**src/rtl/regfile_dbg_pkg.sv**
```systemverilog
// Shared definitions for the register-file debug port.
// Contents:
//   REG_IDX_WIDTH : width of a register index
//   dbg_cmd_t     : debug command encodings
//   dbg_state_t   : sequencer states
package regfile_dbg_pkg;

   localparam int REG_IDX_WIDTH = 5;

   typedef enum logic [1:0] {
      DBG_CMD_READ    = 2'b00,
      DBG_CMD_WRITE   = 2'b01,
      DBG_CMD_CLEAR   = 2'b10,
      DBG_CMD_ILLEGAL = 2'b11
   } dbg_cmd_t;

   typedef enum logic [2:0] {
      ST_IDLE,
      ST_RD,
      ST_RDW,
      ST_WR,
      ST_CLR,
      ST_ERR
   } dbg_state_t;

endpackage

```
**src/rtl/regfile_dbg_port_if.sv**
```systemverilog
// Debug command/response bundle of the register-file debug port.
// Signals (named from the port's point of view):
//   I_dbg_valid/O_dbg_ready : command handshake
//   I_dbg_cmd/addr/wdata    : command fields
//   O_dbg_rvalid/O_dbg_rdata: read response (pulse + held data)
//   O_dbg_done/O_dbg_err    : write/clear/illegal completion pulse + error flag
// Modports: master = debugger side, slave = debug port side.
interface regfile_dbg_port_if #(
   parameter int REG_FILE_WIDTH = 32
);
   import regfile_dbg_pkg::*;

   logic                      I_dbg_valid;
   logic                      O_dbg_ready;
   logic [1:0]                I_dbg_cmd;
   logic [REG_IDX_WIDTH-1:0]  I_dbg_addr;
   logic [REG_FILE_WIDTH-1:0] I_dbg_wdata;
   logic                      O_dbg_rvalid;
   logic [REG_FILE_WIDTH-1:0] O_dbg_rdata;
   logic                      O_dbg_done;
   logic                      O_dbg_err;

   modport master (
      output I_dbg_valid, I_dbg_cmd, I_dbg_addr, I_dbg_wdata,
      input  O_dbg_ready, O_dbg_rvalid, O_dbg_rdata, O_dbg_done, O_dbg_err
   );

   modport slave (
      input  I_dbg_valid, I_dbg_cmd, I_dbg_addr, I_dbg_wdata,
      output O_dbg_ready, O_dbg_rvalid, O_dbg_rdata, O_dbg_done, O_dbg_err
   );

endinterface

```
**src/rtl/regfile_dbg_port.sv**
```systemverilog
// Debug-side initiator for the CPU register file.
// Passes core operand/writeback traffic straight to the register file while
// idle; while the core is halted it accepts read/write/clear-all commands on
// the debug interface and sequences them onto the register-file port.
// Ports:
//   I_clk, I_rstn          : clock, asynchronous active-low reset
//   I_halt                 : core halted (debug accepts only when 1)
//   I_core_*               : core register-file request
//   dbg                    : debug command/response interface (slave)
//   O_rf_*                 : request to the register file
//   I_rf_regval1           : register-file port-1 read data (one cycle after re)
module regfile_dbg_port
   import regfile_dbg_pkg::*;
#(
   parameter int REG_FILE_SIZE  = 32,
   parameter int REG_FILE_WIDTH = 32
) (
   input  logic                      I_clk,
   input  logic                      I_rstn,
   input  logic                      I_halt,
   input  logic [REG_IDX_WIDTH-1:0]  I_core_rs1,
   input  logic [REG_IDX_WIDTH-1:0]  I_core_rs2,
   input  logic [REG_IDX_WIDTH-1:0]  I_core_rd,
   input  logic                      I_core_re,
   input  logic                      I_core_we,
   input  logic [REG_FILE_WIDTH-1:0] I_core_data,
   regfile_dbg_port_if.slave         dbg,
   output logic [REG_IDX_WIDTH-1:0]  O_rf_rs1,
   output logic [REG_IDX_WIDTH-1:0]  O_rf_rs2,
   output logic [REG_IDX_WIDTH-1:0]  O_rf_rd,
   output logic                      O_rf_re,
   output logic                      O_rf_we,
   output logic [REG_FILE_WIDTH-1:0] O_rf_data,
   input  logic [REG_FILE_WIDTH-1:0] I_rf_regval1
);

   // Last register written by clear-all (r0 is hardwired, so clearing starts at 1).
   localparam logic [REG_IDX_WIDTH-1:0] CLR_LAST = REG_IDX_WIDTH'(REG_FILE_SIZE - 1);

   dbg_state_t                r_state;
   dbg_state_t                w_state_next;
   logic [REG_IDX_WIDTH-1:0]  r_cnt;
   logic [REG_IDX_WIDTH-1:0]  w_cnt_next;
   logic [REG_IDX_WIDTH-1:0]  r_addr;
   logic [REG_FILE_WIDTH-1:0] r_wdata;
   logic [REG_FILE_WIDTH-1:0] r_rdata;
   logic [REG_FILE_WIDTH-1:0] w_rdata_next;
   logic                      r_rvalid;
   logic                      w_rvalid_next;
   logic                      r_done;
   logic                      w_done_next;
   logic                      r_err;
   logic                      w_err_next;

   logic                      w_ready;
   logic                      w_accept;
   logic                      w_addr_oob;
   logic                      w_cmd_err;
   dbg_cmd_t                  w_cmd;

   assign w_cmd      = dbg_cmd_t'(dbg.I_dbg_cmd);
   assign w_ready    = (r_state == ST_IDLE) & I_halt;
   assign w_accept   = dbg.I_dbg_valid & w_ready;
   assign w_addr_oob = (32'(dbg.I_dbg_addr) >= 32'(REG_FILE_SIZE));
   assign w_cmd_err  = (w_cmd == DBG_CMD_ILLEGAL) | w_addr_oob;

   assign dbg.O_dbg_ready  = w_ready;
   assign dbg.O_dbg_rvalid = r_rvalid;
   assign dbg.O_dbg_rdata  = r_rdata;
   assign dbg.O_dbg_done   = r_done;
   assign dbg.O_dbg_err    = r_err;

   always_ff @(posedge I_clk or negedge I_rstn) begin
      if (!I_rstn) begin
         r_state  <= ST_IDLE;
         r_cnt    <= '0;
         r_addr   <= '0;
         r_wdata  <= '0;
         r_rdata  <= '0;
         r_rvalid <= 1'b0;
         r_done   <= 1'b0;
         r_err    <= 1'b0;
      end else begin
         r_state  <= w_state_next;
         r_cnt    <= w_cnt_next;
         r_rdata  <= w_rdata_next;
         r_rvalid <= w_rvalid_next;
         r_done   <= w_done_next;
         r_err    <= w_err_next;
         // Fields are captured once; later changes on the bus are ignored.
         if (w_accept) begin
            r_addr  <= dbg.I_dbg_addr;
            r_wdata <= dbg.I_dbg_wdata;
         end
      end
   end

   always_comb begin
      w_state_next  = r_state;
      w_cnt_next    = r_cnt;
      w_rdata_next  = r_rdata;
      w_rvalid_next = 1'b0;
      w_done_next   = 1'b0;
      w_err_next    = 1'b0;
      // Index/data fields follow the core by default; only the enables gate access.
      O_rf_rs1      = I_core_rs1;
      O_rf_rs2      = I_core_rs2;
      O_rf_rd       = I_core_rd;
      O_rf_data     = I_core_data;
      O_rf_re       = 1'b0;
      O_rf_we       = 1'b0;

      case (r_state)
         ST_IDLE: begin
            O_rf_re = I_core_re;
            // A halted core must not disturb registers the debugger is inspecting.
            O_rf_we = I_core_we & ~I_halt;
            if (w_accept) begin
               if (w_cmd_err) begin
                  w_state_next = ST_ERR;
               end else begin
                  case (w_cmd)
                     DBG_CMD_READ:  w_state_next = ST_RD;
                     DBG_CMD_WRITE: w_state_next = ST_WR;
                     default: begin
                        w_state_next = ST_CLR;
                        w_cnt_next   = REG_IDX_WIDTH'(1);
                     end
                  endcase
               end
            end
         end
         ST_RD: begin
            O_rf_re      = 1'b1;
            O_rf_rs1     = r_addr;
            O_rf_rs2     = r_addr;
            w_state_next = ST_RDW;
         end
         ST_RDW: begin
            // Register file read data is valid this cycle.
            w_rdata_next  = I_rf_regval1;
            w_rvalid_next = 1'b1;
            w_state_next  = ST_IDLE;
         end
         ST_WR: begin
            O_rf_we      = 1'b1;
            O_rf_rd      = r_addr;
            O_rf_data    = r_wdata;
            w_done_next  = 1'b1;
            w_state_next = ST_IDLE;
         end
         ST_CLR: begin
            O_rf_we    = 1'b1;
            O_rf_rd    = r_cnt;
            O_rf_data  = '0;
            w_cnt_next = r_cnt + REG_IDX_WIDTH'(1);
            if (r_cnt == CLR_LAST) begin
               w_cnt_next   = '0;
               w_done_next  = 1'b1;
               w_state_next = ST_IDLE;
            end
         end
         ST_ERR: begin
            w_done_next  = 1'b1;
            w_err_next   = 1'b1;
            w_state_next = ST_IDLE;
         end
         default: begin
            w_state_next = ST_IDLE;
         end
      endcase
   end

endmodule

```
**src/flat_wrapper.sv**
```systemverilog
// flat-port wrapper written by rule: the top's interface ports become plain ports
module regfile_dbg_port_flat import regfile_dbg_pkg::*;
#(
   parameter int REG_FILE_SIZE  = 32,
   parameter int REG_FILE_WIDTH = 32
)
  (I_clk, I_rstn, I_halt, I_core_rs1, I_core_rs2, I_core_rd, I_core_re, I_core_we, I_core_data, O_rf_rs1, O_rf_rs2, O_rf_rd, O_rf_re, O_rf_we, O_rf_data, I_rf_regval1, dbg_I_dbg_valid, dbg_I_dbg_cmd, dbg_I_dbg_addr, dbg_I_dbg_wdata, dbg_O_dbg_ready, dbg_O_dbg_rvalid, dbg_O_dbg_rdata, dbg_O_dbg_done, dbg_O_dbg_err);
  regfile_dbg_port_if #(.REG_FILE_WIDTH(REG_FILE_WIDTH)) dbg_i ();
  input  logic I_clk;
  input  logic I_rstn;
  input  logic I_halt;
  input  logic [REG_IDX_WIDTH-1:0] I_core_rs1;
  input  logic [REG_IDX_WIDTH-1:0] I_core_rs2;
  input  logic [REG_IDX_WIDTH-1:0] I_core_rd;
  input  logic I_core_re;
  input  logic I_core_we;
  input  logic [REG_FILE_WIDTH-1:0] I_core_data;
  output logic [REG_IDX_WIDTH-1:0] O_rf_rs1;
  output logic [REG_IDX_WIDTH-1:0] O_rf_rs2;
  output logic [REG_IDX_WIDTH-1:0] O_rf_rd;
  output logic O_rf_re;
  output logic O_rf_we;
  output logic [REG_FILE_WIDTH-1:0] O_rf_data;
  input  logic [REG_FILE_WIDTH-1:0] I_rf_regval1;
  input wire logic [$bits(dbg_i.I_dbg_valid)-1:0] dbg_I_dbg_valid;
  input wire logic [$bits(dbg_i.I_dbg_cmd)-1:0] dbg_I_dbg_cmd;
  input wire logic [$bits(dbg_i.I_dbg_addr)-1:0] dbg_I_dbg_addr;
  input wire logic [$bits(dbg_i.I_dbg_wdata)-1:0] dbg_I_dbg_wdata;
  output wire logic [$bits(dbg_i.O_dbg_ready)-1:0] dbg_O_dbg_ready;
  output wire logic [$bits(dbg_i.O_dbg_rvalid)-1:0] dbg_O_dbg_rvalid;
  output wire logic [$bits(dbg_i.O_dbg_rdata)-1:0] dbg_O_dbg_rdata;
  output wire logic [$bits(dbg_i.O_dbg_done)-1:0] dbg_O_dbg_done;
  output wire logic [$bits(dbg_i.O_dbg_err)-1:0] dbg_O_dbg_err;
  assign dbg_i.I_dbg_valid = dbg_I_dbg_valid;
  assign dbg_i.I_dbg_cmd = dbg_I_dbg_cmd;
  assign dbg_i.I_dbg_addr = dbg_I_dbg_addr;
  assign dbg_i.I_dbg_wdata = dbg_I_dbg_wdata;
  assign dbg_O_dbg_ready = dbg_i.O_dbg_ready;
  assign dbg_O_dbg_rvalid = dbg_i.O_dbg_rvalid;
  assign dbg_O_dbg_rdata = dbg_i.O_dbg_rdata;
  assign dbg_O_dbg_done = dbg_i.O_dbg_done;
  assign dbg_O_dbg_err = dbg_i.O_dbg_err;
  regfile_dbg_port #(.REG_FILE_SIZE(REG_FILE_SIZE), .REG_FILE_WIDTH(REG_FILE_WIDTH)) u_core (.I_clk(I_clk), .I_rstn(I_rstn), .I_halt(I_halt), .I_core_rs1(I_core_rs1), .I_core_rs2(I_core_rs2), .I_core_rd(I_core_rd), .I_core_re(I_core_re), .I_core_we(I_core_we), .I_core_data(I_core_data), .dbg(dbg_i), .O_rf_rs1(O_rf_rs1), .O_rf_rs2(O_rf_rs2), .O_rf_rd(O_rf_rd), .O_rf_re(O_rf_re), .O_rf_we(O_rf_we), .O_rf_data(O_rf_data), .I_rf_regval1(I_rf_regval1));
endmodule
```
**config.mk**
```make
export PLATFORM = sky130hd
export DESIGN_NAME = regfile_dbg_port_flat
export DESIGN_NICKNAME = d
export VERILOG_FILES = /design/src/rtl/regfile_dbg_pkg.sv /design/src/rtl/regfile_dbg_port_if.sv /design/src/rtl/regfile_dbg_port.sv /design/src/flat_wrapper.sv
export SDC_FILE = /design/constraint.sdc
export NUM_CORES = 1
export LEC_CHECK = 0
export BUFFER_PORTS_ARGS = -buffer_cell sky130_fd_sc_hd__buf_2
export CAP_MARGIN = 30
export CORE_MARGIN = 2
export CORE_UTILIZATION = 44
export CTS_BUF_LIST = sky130_fd_sc_hd__clkbuf_4 sky130_fd_sc_hd__clkbuf_8 sky130_fd_sc_hd__clkbuf_16
export DETAILED_ROUTE_END_ITERATION = 10
export PLACE_DENSITY = 0.8
export SYNTH_ARGS = -nofsm -noshare
export SYNTH_HDL_FRONTEND = slang
export SYNTH_SLANG_ARGS = --single-unit
```
**constraint.sdc**
```tcl
create_clock -name I_clk -period 1.89 [get_ports I_clk]
set_input_delay 0.189 -clock I_clk [delete_from_list [all_inputs] [get_ports I_clk]]
set_output_delay 0.189 -clock I_clk [all_outputs]
set_load 0.01 [all_outputs]
```
* Yosys cells after proc, flatten, opt, wreduce, memory -nomap -nowiden
Cells that the tools add are included. W data, S select, Z words.
Word-level totals: memory bits (read-only) 0, bits in latches 0, memory bits (writable) 0, memories kept 0, output and inout bits 85, register bits 80, logic and storage cells 53
Operators by class: divide/modulo/power cells 0, mux-type cells 20, add/subtract/negate cells 1, bitwise logic cells 4, shift operators 0, reductions and logical operators 8, multiply operators 0, equality and inequality tests 12, $lt $le $gt $ge 0
Operators by type and width (number):
- $pmux W32 S2 | 1
- $mux W5 | 6
- $pmux W5 S2 | 2
- $mux W3 | 3
- $pmux W3 S3 | 1
- $eq A3 B2 Y1 const B | 2
- $eq A3 B3 Y1 const B | 2
- $pmux W1 S2 | 3
- $pmux W3 S2 | 1
- $reduce_or A2 Y1 | 3
- $add A5 B1 Y5 const B | 1
- $eq A5 B5 Y1 const B | 1
- $ne A2 B1 Y1 const B | 2
- $ne A2 B2 Y1 const B | 2
- $reduce_and A4 Y1 | 1
- $and A1 B1 Y1 | 3
- $eq A3 B1 Y1 const B | 1
- $logic_not A3 Y1 | 1
- $mux W1 | 3
- $eq A2 B1 Y1 const B | 1
- $eq A2 B2 Y1 const B | 1
- $logic_not A2 Y1 | 1
- $reduce_and A2 Y1 | 1
- $reduce_bool A2 Y1 | 1
- $not A1 Y1 | 1

* Longest topological paths before layout
Gate-level depths: netlist of the first run.
depth after elaboration 6, gate-level depth with buffers 6, depth with buffers taken out 6

* Least setup slack after synthesis of the first run
Ideal clock, no wire load.
kind register to register, from register u_core.r_cnt[0], to register u_core.r_cnt[3], data arrival time 1.653 ns, setup slack 0.155 ns, buffers on the path 0, library setup time 0.082 ns, data required time 1.808 ns, stages on the path, launching flop included 7, path through dfrtp_1 -> ha_1 -> and3_1 -> ha_1 -> nor4b_2 -> a41oi_1 -> a31oi_1
On the way: longest elaborated chain between the ends 3, elaborated cells on any way between the ends 4
RTL lines:
- from (decl) | RTL line regfile_dbg_port.sv:42 | logic [REG_IDX_WIDTH-1:0] r_cnt;
- from (signal assigned) | RTL line regfile_dbg_port.sv:85 | r_cnt <= w_cnt_next;
- $add A5 B1 Y5 / $eq A5 B5 Y1 (equally long branches) | RTL line regfile_dbg_port.sv:156, regfile_dbg_port.sv:157
- $mux W5 * | RTL line regfile_dbg_port.sv:157 | if (r_cnt == CLR_LAST) begin
- $pmux W5 S2 * | RTL line regfile_dbg_port.sv:113 | case (r_state)
Every way passes the cells marked *; elsewhere a longest branch is shown, timed or not. A chain may end at the register's enable or synchronous reset.

* Worst setup path after layout of the first run
from register u_core.r_state[1], to output port O_rf_data[11]
On the way: longest elaborated chain between the ends 2, elaborated cells on any way between the ends 3
RTL lines:
- from (decl) | RTL line regfile_dbg_port.sv:40 | dbg_state_t r_state;
- from (signal assigned) | RTL line regfile_dbg_port.sv:84 | r_state <= w_state_next;
- $eq A3 B3 Y1 / $eq A3 B2 Y1 (equally long branches) | RTL line regfile_dbg_port.sv:113
- $pmux W32 S2 * | RTL line regfile_dbg_port.sv:113
- to (decl) | RTL line flat_wrapper.sv:23 | output logic [REG_FILE_WIDTH-1:0] O_rf_data;
Marked as above.

==> impl_metrics.csv, run 1 <==
group,metric,value,unit
floorplanning,dieHeight,96.1,µm
clock_tree,cts_root_buf,"clkbuf_8",
clock_tree,cts.clk_slew.worst_paths,0.09,ns
placement,io_buffer_count,208,
power,powerDensity,1440,nW/µm²
floorplanning,start_util,45.4,%
run_status,status,"complete, but fails checks",
clock_tree,cts_buffer_depth,2,
grt,first_global_vias,3238,
cells_and_area,antennaDiodeCount,0,
routing,wl_met1,4480,µm
routing,wl_met3,624,µm
clock_tree,cts_tree,"done",
yosys,synthTopCellsByArea,"dfrtp_1 (54%), mux2_2 (22%), a22o_1 (8.7%)",
floorplanning,pin_count,209,
job,maxCapViolations,0,
critical_path,startpoint_type,"flop",
yosys,syn_avg_cell_area,13.9,µm²
cells_and_area,fin_nets,636,
sta,drv_slew,0,
cells_and_area,finalCoreUtilization,71.2,%
routing,top_layer_used,"met4",
yosys,synthArstFlopShare,100,%
yosys,syn-cell-area,3730,µm²
sta,skew,0.00888,ns
cells_and_area,synthToLayoutAreaGrowth,56.8,%
clock_tree,clock_latency,0.34,ns
clock_tree,cts_sinks,80,
yosys,synth-seq-cells,80,
yosys,synth-edff-count,0,
floorplanning,die-width,96.1,µm
yosys,synth_seq_area_share,53.6,%
sta,layout_min_cycle_time,2.01,ns
critical_path,crit_type,"reg -> out",
grt,grt_remaining_overflow,0,
grt,grt_pass1_wl,15300,µm
routing,first_pass_iters,4,
placement,place.gp.congestion,0.886,
yosys,yosysTopAreaCellShare,53.6,%
placement,dp_hpwl,7030,µm
routing,vias_per_cell,5.25,
clock_tree,cts_made_buffers,9,
routing,drt-total-wl,11400,µm
sta,hold_viol_final,0,
floorplanning,fp-row-count,33,
critical_path,path_max_fanout,14,
sta,fmax,498,MHz
floorplanning,die_area,9240,µm²
sta,worst_slew_pin_slew,0.511,ns
sta,period_share,106,%
routing,drc_errors,0,
yosys,synth_ff_type,"dfrtp_1",
yosys,yosys.cell_types.count,33,
yosys,synth_top_cell_by_area,"dfrtp_1",
yosys,syn_nets,394,
routing,wl_per_cell,18.5,µm
routing,postRouteAntennaNets,0,
sta,grt_setup_unrepaired,"yes",
critical_path,crit_required,1.70,ns
yosys,syn_inst,268,
routing,wl_met2,6140,µm
power,power.total,8430,µW
hold_path,hold_class,"in -> reg",
clock_tree,htreeDepth,3,
run_status,violations,"setup timing",
routing,vias,3256,
floorplanning,core_region_area,8220,µm²
critical_path,critPathArrivalTime,1.82,ns
cells_and_area,drive_gt1_share,68.3,%
power,leakagePower,0.00308,µW
sta,finalSetupViolations,82,
critical_path,worstSetupEndpointType,"output pin",
sta,worst_slew_margin_rel,65.9,%
grt,antenna_found_initial,0,
yosys,ys.warnings.count,0,
grt,grt_start_max_net_pins,44,
sta,setup_slack,-0.120,ns
grt,grtUsageTotal,21.8,%
power,irDropWorstVdd,0.683,mV
routing,drtIter0Drc,83,
[kinds of logic after synthesis]
logic type | after synthesis | synth area share [%]
mux | 79 | 23.8
compound gates | 56 | 12.3
flops | 80 | 53.6
buf+inv | 22 | 4.16
simple gates | 29 | 5.43
fa+ha+maj | 2 | 0.670
[final timing paths]
path                                                         from                                      to  slack (ns)  cells past startpoint
hold reg to reg            u_core.dbg.O_dbg_rdata[21]$_DFFE_PN0P_  u_core.dbg.O_dbg_rdata[21]$_DFFE_PN0P_        0.49                      1
hold / removal                                   I_rf_regval1[19]  u_core.dbg.O_dbg_rdata[19]$_DFFE_PN0P_        0.06                      2
setup reg to reg                    u_core.r_state[0]$_DFFE_PN0P_          u_core.r_wdata[18]$_DFFE_PN0P_       -0.10                      7
max in group asynchronous                                  I_rstn          u_core.r_wdata[13]$_DFFE_PN0P_        0.90                      3
min in group asynchronous                                  I_rstn  u_core.dbg.O_dbg_rdata[17]$_DFFE_PN0P_        0.37                      2
setup / recovery                    u_core.r_state[1]$_DFFE_PN0P_                           O_rf_data[11]       -0.12                      7
[power by group]
group / total (µW) / internal [µW] / switching, µW
Combinational: 3950 / 2300 / 1660
Clock: 1420 / 785 / 639
Sequential: 3050 / 2530 / 529
Total: 8430 / 5610 / 2830
[layout by cell type, fill, tap and decap left out, types with 2 or more instances in the layout]
cell type / synthesis / layout
a21o_1: 7 / 7
a22o_1: 37 / 37
a31oi_1: 2 / 2
a41oi_1: 2 / 2
and3_4: 0 / 2
buf_12: 0 / 8
buf_2: 4 / 196
buf_4: 4 / 14
buf_6: 7 / 22
buf_8: 0 / 2
bufinv_16: 0 / 2
clkbuf_16: 0 / 5
clkbuf_8: 0 / 10
dfrtp_1: 80 / 80
inv_1: 4 / 3
mux2_1: 5 / 5
mux2_2: 74 / 27
mux2_4: 0 / 47
nand2_1: 5 / 5
nand2b_1: 2 / 2
nor2_1: 7 / 6
nor2_4: 1 / 2
nor3_1: 3 / 2
nor3_4: 1 / 2
nor3b_4: 2 / 2
o21ai_0: 3 / 3
[sequential cells by signal (all words and copies together), names as in the netlist]
signal,flops
u_core.dbg.O_dbg_err,1
u_core.r_state,3
u_core.r_wdata,32
u_core.r_addr,5
u_core.dbg.O_dbg_rvalid,1
u_core.dbg.O_dbg_rdata,32
u_core.dbg.O_dbg_done,1
u_core.r_cnt,5
[metal layers]
layer / GRT usage (%) / up-vias
met3: 3.99 / 18
li1: - / 1482
met2: 39.8 / 138
met1: 25.0 / 1618
met5: 0 / -
met4: 8.93 / 0
[final cells by class]
type                    instances  area [µm²]
flip-flops and latches         80        2000
inverters                       4        17.5
multi-input cells             167        1820
well taps                     105         131
clock buffers                  10         138
fillers                       585        2360
repair buffers                248        1660
clock inverters                 6        90.1
[cell usage after synthesis, types with 2 or more instances]
cell type and instances:
a21o_1 7, a22o_1 37, a31oi_1 2, a41oi_1 2, and3_1 2, buf_2 4
buf_4 4, buf_6 7, clkbuf_1 3, dfrtp_1 80, ha_1 2, inv_1 4
mux2_1 5, mux2_2 74, nand2_1 5, nand2b_1 2, nor2_1 7, nor3_1 3
nor3b_4 2, o21ai_0 3
[critical path: stages (launching register included)]
cell     delay [ns]
dfrtp_1        0.41
buf_6          0.15
nor3b_4        0.27
buf_6          0.16
nor2_4         0.04
buf_12         0.14
a22o_1         0.17
buf_2          0.13
[repair_timing]
action / CTS / global route
hold buffers: 1 / 0
endpoints found under the hold margin: 37 / 0
gates resized for setup: 39 / 50
gates cloned: 2 / 7
endpoints found under the setup margin: 48 / 87
buffers inserted: 13 / 7
pin swaps: 12 / 6
[per-stage QoR]
| stage | instance area, µm² | setup WS [ns] | hold WS [ns] | instances | TNS (ns) |
|---|---|---|---|---|---|
| 2_1_floorplan | 3730 | 0.155 | -0.107 | 268 | 0 |
| 3_3_place_gp | 4900 | 0.0853 | 0.193 | 574 | 0 |
| 3_5_place_dp | 4900 | 0.0115 | 0.194 | 574 | 0 |
| 4_1_cts | 5450 | -0.0963 | 0.0481 | 606 | -2.02 |
| 5_1_grt | 5850 | -0.207 | 0.0507 | 620 | -12.62 |
| 6_report | 5850 | -0.120 | 0.0615 | 620 | -6.60 |
(Power assumes the default switching activity.)
==> inputs of run 2 (changes only) <==
ABC_AREA = 1   (was default)
==> impl_metrics.csv, run 2 <==
group,metric,value,unit
placement,pre_cts_slack,0.257,ns
yosys,synth_ff_type,"dfrtp_1",
clock_tree,clock_latency,0.34,ns
routing,drtIter0Drc,149,
routing,postRouteAntennaNets,0,
critical_path,crit_required,1.70,ns
floorplanning,pin_count,209,
placement,io_buffer_count,208,
sta,finalSetupViolations,0,
run_status,status,"complete, no violations",
sta,layout_min_cycle_time,1.86,ns
routing,wl_per_cell,13.7,µm
critical_path,path_max_fanout,19,
yosys,synthAdderAreaFrac,0.677,%
yosys,netlist_top_cells_count,"nand2_1 (263), dfrtp_1 (80), a22o_1 (32)",
floorplanning,dieHeight,95.7,µm
yosys,syn-cell-area,3700,µm²
routing,vias_per_cell,4.86,
yosys,synthMuxAreaShare,0,%
yosys,synth_compound_area_share,8.66,%
hold_path,hold_class,"in -> reg",
yosys,ys.warnings.count,0,
routing,vias,3780,
placement,place_inst,754,
yosys,synthArstFlopShare,100,%
clock_tree,cts_sinks,80,
floorplanning,die_area,9150,µm²
power,leakagePower,0.00314,µW
yosys,yosys.cell_types.count,25,
critical_path,startpoint_type,"flop",
clock_tree,cts_root_buf,"clkbuf_8",
yosys,synth_top_family_by_area,"simple AND/OR/NAND/NOR gates",
clock_tree,htreeDepth,3,
yosys,synth-edff-count,0,
critical_path,crit_type,"reg -> out",
yosys,syn_nets,581,
critical_path,critPathArrivalTime,1.67,ns
cells_and_area,layout_commonest_cell,"nand2_1",
cells_and_area,fin_nets,793,
routing,drc_errors,0,
routing,first_pass_iters,4,
grt,grtUsageTotal,22.2,%
cells_and_area,antennaDiodeCount,0,
sta,worst_slew_pin_slew,0.636,ns
clock_tree,cts_tree,"done",
sta,worst_hold_slack,0.0348,ns
grt,first_global_vias,3430,
sta,setup_slack,0.0278,ns
yosys,synth_xor_area_share,0.237,%
cells_and_area,drive_gt1_share,37.9,%
yosys,synth-seq-cells,80,
sta,period_share,98.5,%
sta,hold_viol_final,0,
sta,fmax,537,MHz
yosys,synth_seq_area_share,54.1,%
sta,worst_slew_margin_rel,57.5,%
job,maxCapViolations,0,
sta,grt_setup_unrepaired,"yes",
grt,grt_start_max_net_pins,44,
floorplanning,die-width,95.7,µm
grt,grt_remaining_overflow,0,
yosys,yosys.area_share.simple,31.2,%
yosys,syn_inst,455,
sta,drv_slew,0,
critical_path,worstSetupEndpointType,"output pin",
clock_tree,cts_buffer_depth,2,
clock_tree,cts.clk_slew.worst_paths,0.09,ns
clock_tree,cts_made_buffers,9,
cells_and_area,finalCoreUtilization,63.2,%
grt,antenna_found_initial,0,
cells_and_area,stdcell_count,777,
power,irDropWorstVdd,0.757,mV
floorplanning,fp-row-count,33,
yosys,yosysTopAreaCellShare,54.1,%
critical_path,rrSetupSlack,0.19,ns
yosys,syn_avg_cell_area,8.13,µm²
grt,grt_pass1_wl,15600,µm
yosys,yosysMostFrequentCell,"nand2_1",
cells_and_area,synthToLayoutAreaGrowth,39.8,%
sta,skew,0.0126,ns
yosys,synthTopCellsByArea,"dfrtp_1 (54%), nand2_1 (27%), a22o_1 (7.6%)",
power,power.total,7380,µW
cells_and_area,mostFrequentLayoutCells,"nand2_1 (262), buf_2 (207), dfrtp_1 (78), a22o_1 (32), nand3_1 (15)",
floorplanning,start_util,45.2,%
placement,place.gp.congestion,0.861,
power,powerDensity,1430,nW/µm²
placement,dp_hpwl,7460,µm
floorplanning,core_region_area,8180,µm²
yosys,synth_top_cell_by_area,"dfrtp_1",
routing,drt-total-wl,10700,µm
## run 2: report_power, final
group          internal (µW)  switching (µW)
combinational           1300            1760
clock                    671             628
sequential              2490             532
total                   4460            2920
## run 2: final cells by class
| cell class | count | area (µm²) |
|---|---|---|
| sequential | 80 | 2000 |
| timing repair buffer | 223 | 1210 |
| multi-input combinational | 335 | 1540 |
| fill | 704 | 3010 |
| tap | 105 | 131 |
| clock buffer | 11 | 145 |
| inverter | 18 | 72.6 |
| clock inverter | 5 | 63.8 |
## run 2: path summary, 6_finish.rpt
path                                           startpoint                                     end  cells after the start
hold / removal                           I_rf_regval1[13]  u_core.dbg.O_dbg_rdata[13]$_DFFE_PN0P_                      3
min in group asynchronous                          I_rstn  u_core.dbg.O_dbg_rdata[25]$_DFFE_PN0P_                      2
setup / recovery            u_core.r_state[1]$_DFFE_PN0P_                           O_rf_data[24]                      7
setup reg to reg            u_core.r_state[1]$_DFFE_PN0P_           u_core.r_wdata[6]$_DFFE_PN0P_                      7
max in group asynchronous                          I_rstn             u_core.r_cnt[2]$_DFFE_PN0P_                      3
hold reg to reg            u_core.r_wdata[14]$_DFFE_PN0P_          u_core.r_wdata[14]$_DFFE_PN0P_                      2
## run 2: cells by family (layout without fill, tap and decap cells)
| family | count (synthesis) | in the layout |
|---|---|---|
| adders and majority gates | 2 | 2 |
| buffers and inverters | 40 | 257 |
| and+or+nand+nor | 293 | 293 |
| DFF | 80 | 80 |
| xor gates and xnor gates | 1 | 1 |
| AOI/OAI and AO/OA | 39 | 39 |
## run 2: routing by layer
metal,wire length [µm],vias up,track usage [%]
met5,0,-,0
met4,63,0,7.38
met3,902,4,4.66
met2,5260,167,36.1
met1,4440,1749,29.7
li1,-,1860,-
## run 2: through the flow
stage          area [µm²]  setup TNS (ns)
2_1_floorplan        3700               0
3_3_place_gp         4850               0
3_5_place_dp         4850               0
4_1_cts              5100               0
5_1_grt              5170          -0.851
6_report             5170               0
## run 2: worst max-delay path, cell delays in order (launching register included)
cell       delay (ns)
dfrtp_2          0.46
nor2_4           0.16
nand2_4          0.08
nand2_4          0.06
inv_4            0.05
clkbuf_16        0.18
a22o_1           0.19
buf_2            0.14
## run 2: timing repair
item	4_1_cts	5_1_grt
setup buffers	2	3
pin swaps	1	2
setup endpoints to repair	38	40
hold buffers	1	0
gates resized for setup	5	8
endpoints found under the hold margin	54	0
gates cloned	0	1
